===== config.mk =====
export PLATFORM = sky130hd
export DESIGN_NAME = alu_issue_ctrl
export DESIGN_NICKNAME = d
export VERILOG_FILES = /design/src/rtl/alu_issue_ctrl.sv
export SDC_FILE = /design/constraint.sdc
export NUM_CORES = 1
export LEC_CHECK = 0
export ABC_AREA = 1
export ABC_CLOCK_PERIOD_IN_PS = 1400
export CAP_MARGIN = 20
export CORE_MARGIN = 4
export CORE_UTILIZATION = 51
export DETAILED_ROUTE_END_ITERATION = 10
export GPL_ROUTABILITY_DRIVEN = 0
export GPL_TIMING_DRIVEN = 0
export PLACE_DENSITY = 0.81
export RECOVER_POWER = 50
export SLEW_MARGIN = 20
export SYNTH_ARGS = -nofsm -noshare
export SYNTH_HDL_FRONTEND = slang
export SYNTH_SLANG_ARGS = --single-unit

===== constraint.sdc =====
create_clock -name clk -period 1.4 [get_ports clk]
set_clock_uncertainty 0.05 [all_clocks]
set_input_delay 0.35 -clock clk [delete_from_list [all_inputs] [get_ports clk]]
set_output_delay 0.35 -clock clk [all_outputs]
set_load 0.005 [all_outputs]

===== src/rtl/alu_issue_ctrl.sv =====
// Issue/sequencing controller for a combinational 4-bit ALU: accepts commands,
// drives ALU operands for one cycle, and writes the result back to a 4x4 register file.
module alu_issue_ctrl #(
  parameter int NREG = 4
) (
  input  logic       clk,
  input  logic       rst_n,
  input  logic       cmd_valid,
  output logic       cmd_ready,
  input  logic       cmd_ld,
  input  logic [3:0] cmd_op,
  input  logic [1:0] cmd_rd,
  input  logic [1:0] cmd_rs1,
  input  logic [1:0] cmd_rs2,
  input  logic [3:0] cmd_imm,
  output logic [3:0] alu_a,
  output logic [3:0] alu_b,
  output logic [3:0] alu_sel,
  output logic       alu_en,
  input  logic [3:0] alu_result,
  output logic       done,
  output logic       zero,
  output logic       err,
  input  logic [1:0] dbg_addr,
  output logic [3:0] dbg_data
);

  localparam logic [1:0] IDLE = 2'd0;
  localparam logic [1:0] EXEC = 2'd1;
  localparam logic [1:0] WB   = 2'd2;

  logic [1:0] state;
  logic [3:0] regs [NREG];
  logic [3:0] a_q;
  logic [3:0] b_q;
  logic [3:0] op_q;
  logic [1:0] rd_q;
  logic [3:0] res_q;
  logic       err_q;
  logic       accept;

  function automatic logic is_div_op(input logic [3:0] op);
    return (op == 4'b0011) || (op == 4'b1011);
  endfunction

  // Gating with rst_n keeps cmd_ready low for as long as reset is held.
  assign cmd_ready = rst_n && (state == IDLE);
  assign accept    = cmd_valid && cmd_ready;

  assign alu_en    = (state == EXEC);
  assign alu_a     = a_q;
  assign alu_b     = b_q;
  assign alu_sel   = op_q;

  assign done      = (state == WB);
  assign zero      = (state == WB) && (res_q == 4'h0);
  assign err       = (state == WB) && err_q;

  assign dbg_data  = regs[dbg_addr];

  always_ff @(posedge clk or negedge rst_n) begin
    if (!rst_n) begin
      state <= IDLE;
      a_q   <= '0;
      b_q   <= '0;
      op_q  <= '0;
      rd_q  <= '0;
      res_q <= '0;
      err_q <= 1'b0;
      for (int i = 0; i < NREG; i++) begin
        regs[i] <= '0;
      end
    end else begin
      case (state)
        // IDLE -> EXEC/WB: operands are sampled here, so ALU inputs only move on an ALU command
        IDLE: begin
          if (accept) begin
            rd_q  <= cmd_rd;
            err_q <= 1'b0;
            if (cmd_ld) begin
              res_q <= cmd_imm;
              state <= WB;
            end else begin
              op_q  <= cmd_op;
              a_q   <= regs[cmd_rs1];
              b_q   <= regs[cmd_rs2];
              state <= EXEC;
            end
          end
        end
        // EXEC -> WB: capture the combinational ALU return
        EXEC: begin
          res_q <= alu_result;
          err_q <= is_div_op(op_q) && (b_q == 4'h0);
          state <= WB;
        end
        // WB -> IDLE: commit unless the command faulted
        WB: begin
          if (!err_q) begin
            regs[rd_q] <= res_q;
          end
          state <= IDLE;
        end
        default: state <= IDLE;
      endcase
    end
  end

endmodule


Word level (Yosys, flattened, before mapping)
Index checks and enable logic that the tools add are counted.

cells by class
  order comparisons = 5
  equal/unequal tests = 6
  muxes and demuxes = 20
  bitwise operators = 6
  reductions and logical operators = 16

operator list
  cell                  number
  $mux W4               9
  $bmux W4 S2           3
  $bwmux W16            1
  $ge A3 B3 Y1 const B  4
  $not A2 Y3            4
  $demux W4 S2          1
  $logic_not A4 Y1      2
  $pmux W4 S2           1
  $logic_and A1 B1 Y1   6
  $reduce_and A2 Y1     3
  $reduce_and A3 Y1     2
  $eq A4 B2 Y1 const B  1
  $eq A4 B4 Y1 const B  1
  $mux W2               2
  $ne A2 B2 Y1 const B  2
  $pmux W2 S2           1
  $lt A3 B1 Y1 const B  1
  $eq A2 B1 Y1 const B  1
  $eq A2 B2 Y1 const B  1
  $logic_not A2 Y1      1
  $not A1 Y1            2
  $pmux W1 S2           1
  $reduce_bool A2 Y1    1
  $logic_or A1 B1 Y1    1
  $mux W1               1

word-level totals
  register bits after elaboration = 37
  input port bits = 24
  word-level logic and storage cells = 64

Depth between registers and ports, before layout
  depth after elaboration = 6
  mapped depth = 8
  mapped depth without buffers = 6

Worst setup path before layout
OpenSTA, ideal clock, no wires.

  kind = input -> output
  from = in dbg_addr[0]
  to = out dbg_data[1]
  arrival time = 945 ps
  required time = 1000 ps
  slack = 55 ps
  stages = 5
  buffers on the path = 2
  cells stage by stage = clkbuf_1 buf_2 nand2_1 o211ai_1 nand2_1

on the way
  word-level cells in the longest chain between the ends = 4

ends and longest elaborated chain
  what                                         line  source
  from (decl)                                  24    input logic [1:0] dbg_addr,
  $not A2 Y3 (not written as such)             59    assign dbg_data = regs[dbg_addr];
  $bmux W4 S2                                  59
  $mux W4 (not written as such) (2 in series)  59
  to (decl)                                    25    output logic [3:0] dbg_data

No other way between the ends. The select of a mux whose other input is x is not followed.

Worst setup path after layout
  from = reg state[0]
  to = reg b_q[3], in the netlist alu_b[3]

on the way
  word-level cells in the longest chain between the ends = 4

ends and longest elaborated chain
  what                                  line    source
  from (decl)                           32      logic [1:0] state;
  from (signal assigned)                63      state <= IDLE;
  from (signal assigned)                82      state <= WB;
  from (signal assigned)                87      state <= EXEC;
  $logic_not A2 Y1 *                    47, 74
  $logic_and A1 B1 Y1                   47      assign cmd_ready = rst_n && (state == IDLE);
  $logic_and A1 B1 Y1                   48      assign accept = cmd_valid && cmd_ready;
  $reduce_and A3 Y1 (no source line) *  n/a
  to (signal assigned)                  86      b_q <= regs[cmd_rs2];
  to (decl)                             35      logic [3:0] b_q;

Mark *: on every way between the ends. The rest lies on a longest branch, timed or not.
A chain may end at the register's enable or synchronous reset.

==> metrics.md <==
| Metric | Value |
|---|---|
| DRT met1 WL | `2670 µm` |
| Clock Path Buffers | `2` |
| Final net count | `408` |
| CP max FO | `5` |
| Area contributors post-synth | `dfrtp_1 43%, nand2_1 24%, nand3_1 6.1%` |
| CTS tree | `yes` |
| Failing checks | `negative setup slack` |
| Sw Share | `39.8%` |
| Highest ir drop seen on vdd | `0.796 mV` |
| Layout cell share with drive strength beyond 1 | `29.4%` |
| GR Overflow Total | `0` |
| Mapped cell area | `0.00214 mm²` |
| Number of global-route vias before repair | `2233` |
| Area Growth Syn to Fin | `45.8%` |
| Total track usage | `25.0%` |
| CORE AREA | `0.00403 mm²` |
| RSZ-0062 raised after global routing | `true` |
| WL met3 | `600 µm` |
| Commonest non-fill, non-tap cell in the layout | `nand2_1` |
| Num CTS Buffers | `5` |
| Fin area | `0.00311 mm²` |
| Area leader, netlist | `dfrtp_1` |
| Post-DP HPWL | `3950 µm` |
| WL final | `7540 µm` |
| Vias/cell | `5.71` |
| Reg2reg start | `state[0]` |
| Pre-CTS WS | `-0.635 ns` |
| Net Switching | `1.89 mW` |
| CTS H-tree depth | `2` |
| WL per Instance | `17.3 µm` |
| Clock latency on the worst-skew pair | `0.31 ns` |
| Int Power | `2.86 mW` |
| Tot Pwr | `4.76 mW` |
| Yosys reg bits | `37` |
| Status | `finished with violations` |
| Ant. Diodes | `0` |
| Initial core utilization | `53.0%` |
| Syn Inst Count | `295` |
| Port Buffers | `40` |
| WP data required | `1.58 ns` |
| Clock Pin Slew Worst Setup and Hold Paths | `0.09 ns` |
| Total iterations of the first detailed-routing run | `6` |
| Synth unique cells | `20` |
| Placed instance area | `0.00261 mm²` |
| Minimum clock period | `1.71 ns` |
| Setup TNS | `-6.84 ns` |
| Syn nets | `319` |
| Top Metal Used | `met4` |
| Final core utilization | `77.3%` |
| Slew Limit Headroom | `39.6%` |
| Seq/Total Area, Yosys | `43.4%` |
| Leakage | `1.70 nW` |
| Fin. max-slew vios | `0` |
| I/O Pins | `45` |
| Finish-stage setup viols | `47` |
| Max_cap viols | `0` |
| Die Wd | `72.7 µm` |
| Antenna violations before repair | `0` |
| Final WS setup | `-0.315 ns` |
| Fin crit share | `122%` |
| Drt drc | `0` |
| Sink Count | `37` |
| Crit path launch | `state[0]` |
| Most frequent cells in the layout | `121 x nand2_1, 36 x dfrtp_1, 34 x buf_4` |
| Maximum clock rate | `583 MHz` |
| Initial detailed-routing violation count | `319` |
| Crit path launch type | `register` |
| Post-DRT Antenna Nets | `0` |
| Hold Path Class | `primary input to asynchronous set/reset pin` |
| Crit end category | `register` |
| Root Driver | `clkbuf_8` |
| WL met2 | `3800 µm` |
| Critical path arrival | `1.90 ns` |
| Synth warn | `0` |
| WS Path Type | `register to register` |
| Die ar. | `0.00529 mm²` |
| Synthesized area per cell | `7.24 µm²` |
| Worst-Margin Slew | `0.906 ns` |
| Die Height | `72.7 µm` |
| Power share of the clock group | `18.1%` |
| Power density over the cells | `1530 mW/mm²` |
| Largest net degree at the start of global routing | `17` |
| Combinational share of power | `44.9%` |
| Post-synth top area share | `43.4%` |
| # rows | `23` |
| Endpoints failing hold | `0` |
| Sequential power share | `37.0%` |
| Vias | `2482` |
| First-pass GRT wire length | `10100 µm` |
-- metrics by stage --
step / hold WS, ns / cells
3_5_place_dp: 0.175 / 386
5_1_grt: 0.470 / 435
3_3_place_gp: 0.406 / 385
2_1_floorplan: 0.00441 / 295
6_report: 0.352 / 435
4_1_cts: 0.0679 / 421
-- metal layers --
metal / vias to the layer above / GRT usage [%]
li1: 1111 / -
met1: 1155 / 29.1
met2: 167 / 42.2
met3: 49 / 4.96
met4: 0 / 15.2
met5: - / 0
-- layout make-up --
cell class	instances	area, µm²
clock inverters	1	5.00
well taps	50	62.6
plain buffers	14	109
flip-flops and latches	37	927
multi-input cells	213	1100
inverters	31	121
fillers	283	915
repair buffers	82	691
clock buffers	7	96.3
-- state kept, by name, summed over array words and instances, names as in the netlist --
signal and cells:
alu_a 4, alu_b 4, alu_sel 4, err_q 1, rd_q 2, regs 16, res_q 4, state 2
-- power groups by stage --
stage	clock, mW	combinational [mW]	sequential [mW]
after floorplan	0	0.874	1.67
after global placement	0	1.45	1.73
after detailed placement	0	1.49	1.75
after CTS	0.850	1.80	1.72
after global routing	0.919	2.30	1.79
final	0.860	2.13	1.76
-- worst max-delay path, cell delays in order (launching register included) --
cell and delay (ns):
dfrtp_1 0.42, buf_6 0.15, buf_4 0.14, buf_6 0.11, nor2_4 0.10, buf_6 0.11
nand3_4 0.09, nor2_4 0.20, buf_6 0.16, nand2_2 0.06, nand2_1 0.07
-- cells by family after synthesis --
family	share of synthesized area, %
AOI/OAI and AO/OA	4.39
buffers and inverters	9.72
DFF	43.4
and+or+nand+nor	42.5
-- path summary, 6_finish.rpt --
kind | end | slack, ns | cells past startpoint
worst max-delay path | alu_b[3] | -0.31 | 10
worst min-delay path | alu_sel[3] | 0.35 | 2
worst max register to register | alu_b[3] | -0.31 | 10
worst min register to register | regs[9] | 0.44 | 2
max in group asynchronous | state[1] | 0.27 | 3
min in group clk | regs[9] | 0.44 | 2
-- cells in the mapped netlist (all sizes together) --
master and instances:
buf 12, nor2 7, nand2 138, clkbuf 2, nor3 4, a21oi 7
dfrtp 37, nand4 17, inv 31, o21ai 5, o211ai 4, nand3 31
-- what timing repair did --
action | 4_1_cts | 5_1_grt
endpoints found under the setup margin | 25 | 40
pin swaps | 3 | 5
hold endpoints to repair | 7 | 0
setup buffers | 24 | 12
resized for setup | 68 | 40
hold buffers | 2 | 0
cloned | 1 | 2
Note: power is estimated with default switching activity, not from simulation.
